--- src/rtl/shared_mem_pkg.sv ---
`default_nettype none
// +--------------------------------------------------------------------+
// | shared_mem_pkg: requester IDs, read-tag type and unitRAM defaults  |
// | Revision: 1.0                                                      |
// +--------------------------------------------------------------------+
package shared_mem_pkg;

   localparam int DEF_WORD_WIDTH = 4;
   localparam int DEF_ADDR_WIDTH = 3;
   localparam int DEF_RD_LATENCY = 1;

   localparam logic REQ_A = 1'b0;
   localparam logic REQ_B = 1'b1;

   typedef struct packed {
      logic valid;
      logic id;
   } rd_tag_t;

endpackage
`default_nettype wire

--- src/rtl/rr_arbiter2.sv ---
`default_nettype none
// +--------------------------------------------------------------------+
// | rr_arbiter2: two-way round-robin arbiter with a force-off input    |
// | Revision: 1.0                                                      |
// +--------------------------------------------------------------------+
module rr_arbiter2
   import shared_mem_pkg::*;
(
   input  logic       clk_i,
   input  logic       reset_i,
   input  logic [1:0] req_i,
   input  logic       force_off_i,
   output logic       pick_valid_o,
   output logic       pick_id_o,
   output logic [1:0] gnt_o
);

   logic favour_q;
   logic favour_d;

   // The pick ignores force_off so the caller can inspect it before vetoing.
   assign pick_valid_o = req_i[0] | req_i[1];
   assign pick_id_o    = (req_i == 2'b11) ? favour_q : (req_i[1] ? REQ_B : REQ_A);

   assign gnt_o[0] = pick_valid_o & ~force_off_i & (pick_id_o == REQ_A);
   assign gnt_o[1] = pick_valid_o & ~force_off_i & (pick_id_o == REQ_B);

   always_comb begin
      favour_d = favour_q;
      if (gnt_o[0] | gnt_o[1]) begin
         favour_d = ~pick_id_o;
      end
   end

   always_ff @(posedge clk_i or posedge reset_i) begin
      if (reset_i) begin
         favour_q <= REQ_A;
      end else begin
         favour_q <= favour_d;
      end
   end

endmodule
`default_nettype wire

--- src/rtl/shared_ram_arbiter.sv ---
`default_nettype none
// +--------------------------------------------------------------------+
// | shared_ram_arbiter: shares one simple-dual-port RAM between two    |
// | writers and two readers; read data returned in grant order.        |
// | Revision: 1.0                                                      |
// +--------------------------------------------------------------------+
module shared_ram_arbiter
   import shared_mem_pkg::*;
#(
   parameter int WORD_WIDTH = DEF_WORD_WIDTH,
   parameter int ADDR_WIDTH = DEF_ADDR_WIDTH,
   parameter int RD_LATENCY = DEF_RD_LATENCY
) (
   input  logic                  clk_i,
   input  logic                  reset_i,
   input  logic                  wa_req_i,
   input  logic [ADDR_WIDTH-1:0] wa_addr_i,
   input  logic [WORD_WIDTH-1:0] wa_data_i,
   output logic                  wa_gnt_o,
   input  logic                  wb_req_i,
   input  logic [ADDR_WIDTH-1:0] wb_addr_i,
   input  logic [WORD_WIDTH-1:0] wb_data_i,
   output logic                  wb_gnt_o,
   input  logic                  ra_req_i,
   input  logic [ADDR_WIDTH-1:0] ra_addr_i,
   output logic                  ra_gnt_o,
   output logic                  ra_valid_o,
   output logic [WORD_WIDTH-1:0] ra_data_o,
   input  logic                  rb_req_i,
   input  logic [ADDR_WIDTH-1:0] rb_addr_i,
   output logic                  rb_gnt_o,
   output logic                  rb_valid_o,
   output logic [WORD_WIDTH-1:0] rb_data_o,
   output logic                  ram_wr_en_o,
   output logic [ADDR_WIDTH-1:0] ram_wr_address_o,
   output logic [WORD_WIDTH-1:0] ram_wr_data_o,
   output logic [ADDR_WIDTH-1:0] ram_rd_address_o,
   input  logic [WORD_WIDTH-1:0] ram_rd_data_i
);

   logic [1:0]            wr_req;
   logic [1:0]            rd_req;
   logic [1:0]            wr_gnt;
   logic [1:0]            rd_gnt;
   logic                  wr_pick_valid;
   logic                  wr_pick_id;
   logic                  rd_pick_valid;
   logic                  rd_pick_id;
   logic [ADDR_WIDTH-1:0] wr_addr_sel;
   logic [WORD_WIDTH-1:0] wr_data_sel;
   logic [ADDR_WIDTH-1:0] rd_addr_sel;
   logic                  collision;

   logic                  coll_q, coll_d;
   logic                  wr_en_q, wr_en_d;
   logic [ADDR_WIDTH-1:0] wr_addr_q;
   logic [WORD_WIDTH-1:0] wr_data_q;
   logic [ADDR_WIDTH-1:0] rd_addr_q;
   rd_tag_t               new_tag;
   rd_tag_t [RD_LATENCY:0] tag_q, tag_d;
   rd_tag_t               tag_out;

   assign wr_req = {wb_req_i, wa_req_i};
   assign rd_req = {rb_req_i, ra_req_i};

   rr_arbiter2 u_wr_arb (
      .clk_i        (clk_i),
      .reset_i      (reset_i),
      .req_i        (wr_req),
      .force_off_i  (coll_q),
      .pick_valid_o (wr_pick_valid),
      .pick_id_o    (wr_pick_id),
      .gnt_o        (wr_gnt)
   );

   rr_arbiter2 u_rd_arb (
      .clk_i        (clk_i),
      .reset_i      (reset_i),
      .req_i        (rd_req),
      .force_off_i  (collision),
      .pick_valid_o (rd_pick_valid),
      .pick_id_o    (rd_pick_id),
      .gnt_o        (rd_gnt)
   );

   assign wr_addr_sel = (wr_pick_id == REQ_B) ? wb_addr_i : wa_addr_i;
   assign wr_data_sel = (wr_pick_id == REQ_B) ? wb_data_i : wa_data_i;
   assign rd_addr_sel = (rd_pick_id == REQ_B) ? rb_addr_i : ra_addr_i;

   // While the flag is up the read owns the cycle, so no new collision can form.
   assign collision = ~coll_q & wr_pick_valid & rd_pick_valid & (wr_addr_sel == rd_addr_sel);
   assign coll_d    = collision;
   assign wr_en_d   = wr_gnt[0] | wr_gnt[1];

   assign new_tag.valid = rd_gnt[0] | rd_gnt[1];
   assign new_tag.id    = rd_pick_id;
   assign tag_d         = {tag_q[RD_LATENCY-1:0], new_tag};

   always_ff @(posedge clk_i or posedge reset_i) begin
      if (reset_i) begin
         coll_q    <= 1'b0;
         wr_en_q   <= 1'b0;
         wr_addr_q <= '0;
         wr_data_q <= '0;
         rd_addr_q <= '0;
         tag_q     <= '0;
      end else begin
         coll_q  <= coll_d;
         wr_en_q <= wr_en_d;
         tag_q   <= tag_d;
         if (wr_en_d) begin
            wr_addr_q <= wr_addr_sel;
            wr_data_q <= wr_data_sel;
         end
         if (new_tag.valid) begin
            rd_addr_q <= rd_addr_sel;
         end
      end
   end

   assign tag_out = tag_q[RD_LATENCY];

   assign wa_gnt_o         = wr_gnt[0];
   assign wb_gnt_o         = wr_gnt[1];
   assign ra_gnt_o         = rd_gnt[0];
   assign rb_gnt_o         = rd_gnt[1];
   assign ra_valid_o       = tag_out.valid & (tag_out.id == REQ_A);
   assign rb_valid_o       = tag_out.valid & (tag_out.id == REQ_B);
   assign ra_data_o        = ram_rd_data_i;
   assign rb_data_o        = ram_rd_data_i;
   assign ram_wr_en_o      = wr_en_q;
   assign ram_wr_address_o = wr_addr_q;
   assign ram_wr_data_o    = wr_data_q;
   assign ram_rd_address_o = rd_addr_q;

endmodule
`default_nettype wire

--- config.mk ---
export PLATFORM = sky130hd
export DESIGN_NAME = shared_ram_arbiter
export DESIGN_NICKNAME = d
export VERILOG_FILES = /design/src/rtl/shared_mem_pkg.sv /design/src/rtl/rr_arbiter2.sv /design/src/rtl/shared_ram_arbiter.sv
export SDC_FILE = /design/constraint.sdc
export NUM_CORES = 1
export LEC_CHECK = 0
export BUFFER_PORTS_ARGS = -buffer_cell sky130_fd_sc_hd__buf_2
export CAP_MARGIN = 5
export CORE_UTILIZATION = 42
export CTS_CLUSTER_SIZE = 16
export DETAILED_ROUTE_END_ITERATION = 12
export HOLD_SLACK_MARGIN = 0.15
export PLACE_DENSITY = 0.78
export SLEW_MARGIN = 5
export SYNTH_ARGS = -nofsm -noshare
export SYNTH_HDL_FRONTEND = slang
export SYNTH_HIERARCHICAL = 1
export SYNTH_SLANG_ARGS = --single-unit
export TNS_END_PERCENT = 50
--- constraint.sdc ---
create_clock -name clk_i -period 3.7 [get_ports clk_i]
set_clock_uncertainty 0.15 [all_clocks]
set_input_delay 0.74 -clock clk_i [delete_from_list [all_inputs] [get_ports clk_i]]
set_output_delay 0.74 -clock clk_i [all_outputs]
set_load 0.05 [all_outputs]
==> metrics <==
CP max FO=4; drt drc=0; critical path arrival=approximately 2.6 ns; fill count=185; H-tree depth=1; mux cell area share after synthesis=0.108; drt wl/cell=11.6 µm; vias per std cell=4.69; Synth Area in Simple Gates=0.157; largest family of logic cells by synthesized area=simple AND/OR/NAND/NOR gates; global-route wire length before repair=between 3000 and 4000 µm; final worst setup slack=0.261 ns; antenna-violating nets left=0; Register Area=450 µm²; Die Y=48.9 µm; max-cap viol count=0; chip width=48.9 µm; Comb power frac=0.452; row count=16; #FFs+latches synth=18; Final Max Slew Viols=0; Cell variety after synth=20; ant diodes=0; worst skew pair latency=0.29 ns; final instance area=approximately 1200 µm²; clock sink count=18; pin count of the biggest net entering global routing=17; Setup violations, final=0; CTS Root Cell=clkbuf_4; Pleak=0.000602 µW; sequential cell area fraction in the yosys report=0.487; Power, Total=706 µW; mean area per synthesized cell=approximately 10 µm²; initial core utilization=0.457; Worst-path clk slew=0.10 ns; share of power burned in registers=0.377; vias in the first global route=between 700 and 800; Cell Pwr Density=613 nW/µm²; WHS=between 0.15 and 0.2 ns; P_sw=316 µW; fin crit share=0.930; syn_nets=120; drt pass-1 iters=2; f_max=291 MHz; Num CTS Buffers=3; post-detail-place hpwl=approximately 1400 µm; post-synthesis adder-cell area fraction=0; area of the multi-input gates=369 µm²; outcome=finished, final reports clean; maximum vdd drop=0.000375 V; Slew HR=0.600; area fraction in compound gates after synthesis=0.100; Clock power frac=0.170; worst slack, placed=0.234 ns; RSZ-0062 raised after global routing=false; Tot GR Track Use=0.171; CTS tree=yes; placed inst area=1100 µm²; xor and xnor area share after synthesis=0.0284; Sw Ratio=0.448; crit path time final=between 3 and 4 ns; required time of the worst setup path=approximately 2.8 ns; WS Path Type=in2out; Sum Neg Setup Slack=0 ns; I/O pins=55; final hold vios=0; Synth Warn #=6; DIE AREA=2390 µm²; number of port buffers=42; internal power=390 µW; layout cells sized above 1=0.457; Clock Path Buffers=2; Final nets=between 150 and 200; Worst Setup End Kind=output port; Mapped Area=925 µm²; # resized after CTS=0; global route overflow=0; area delta synth->final=24.5%; hold crit path type=reg2reg; actual slew at the worst max-slew pin=0.599 ns; gpl congestion=between 0.7 and 0.8; core area=2020 µm²; antenna violations before repair=0; via count=722; crit start category=primary input; synthesized instance count=90; initial drt markers=3; routed wire length=1790 µm
-- final timing paths --
kind | startpoint | cells past startpoint | slack, ns | end
min in group asynchronous | reset_i | 3 | 0.68 | u_rd_arb/favour_q
hold reg to reg | tag_d[2] | 0 | 0.20 | tag_out[0]
max in group asynchronous | reset_i | 3 | 2.10 | tag_d[3]
setup / recovery | rb_req_i | 10 | 0.26 | ra_gnt_o
hold / removal | tag_d[2] | 0 | 0.20 | tag_out[0]
setup reg to reg | u_rd_arb/favour_q | 11 | 1.03 | ram_rd_address_o[2]
-- repair_timing --
action | CTS | global route
buffers inserted | 0 | 0
hold buffers | 1 | 0
endpoints found under the hold margin | 2 | 0
-- cells in the mapped netlist --
cell      instances  area (µm²)
buf_6             1        11.3
nor2b_4           2        27.5
and2_2            2        15.0
and2_1            1        6.26
clkbuf_1          2        7.51
a21oi_1          12        60.1
nand2_1           2        7.51
nand3b_1          1        7.51
or2_2             4        25.0
o22a_1            2        17.5
dfrtp_1          18         450
a211oi_1          2        15.0
nor4_2            1        12.5
inv_1             7        26.3
xor2_1            3        26.3
nor2_1           10        37.5
nor2b_1           1        6.26
buf_2             1        5.00
buf_4             8        60.1
mux2i_1          10         100
-- worst max-delay path: stages --
cell	delay, ns
buf_2	0.10
inv_1	0.06
a21oi_1	0.38
mux2i_1	0.31
xor2_1	0.11
nor4_2	0.27
buf_4	0.18
nor2b_4	0.04
and2_2	0.16
buf_2	0.21
-- kinds of logic after synthesis --
kind of cell,count (synthesis)
buffers and inverters,19
muxes,10
AOI/OAI and AO/OA,16
DFF,18
and+or+nand+nor,24
xor gates and xnor gates,3
-- state kept, by name, summed over array words and instances (netlist names) --
name,cells
coll_q,1
u_rd_arb/favour_q,1
ram_wr_data_o,4
ram_rd_address_o,3
tag_out,2
tag_d,2
ram_wr_address_o,3
ram_wr_en_o,1
u_wr_arb/favour_q,1
-- placed cells by master, fill, tap and decap left out, drive strengths merged --
cell type    netlist  layout
nand2              2       2
buf               10      44
a21oi             12      12
and2               3       3
xor2               3       3
inv                7       7
nor2b              3       3
clkbuf             2       4
or2                4       4
dfrtp             18      18
a211oi             2       2
dlygate4sd3        0       1
nand3b             1       1
o22a               2       2
nor4               1       1
nor2              10      10
mux2i             10      10
-- per-layer routing --
metal  up-vias  track usage  part of all wire
met5         -            0                 0
met4         0        0.108             0.027
met3         4       0.0280             0.060
met2        24        0.289              0.50
met1       333        0.202              0.42
li1        361            -                 -
-- area by class of cell --
class | count | area share
Sequential cell | 18 | 0.391
Multi-Input combinational cell | 53 | 0.321
Tap cell | 27 | 0.0293
Timing Repair Buffer | 45 | 0.204
Clock buffer | 4 | 0.0315
Inverter | 7 | 0.0228
-- stage by stage --
step / instances / utilization
2_1_floorplan: 90 / -
3_3_place_gp: 149 / 0.546
3_5_place_dp: 149 / 0.546
4_1_cts: 154 / 0.569
5_1_grt: 154 / 0.569
6_report: 154 / 0.569
-- power groups by stage --
| stage | Clock, µW | Sequential (µW) | Combinational (µW) |
|---|---|---|---|
| 5_1_grt | 131 | 272 | 340 |
| 3_3_place_gp | 0 | 268 | 316 |
| 4_1_cts | 125 | 267 | 322 |
| 6_report | 120 | 266 | 319 |
| 3_5_place_dp | 0 | 270 | 321 |
| 2_1_floorplan | 0 | 380 | 160 |
(Power assumes the default switching activity.)
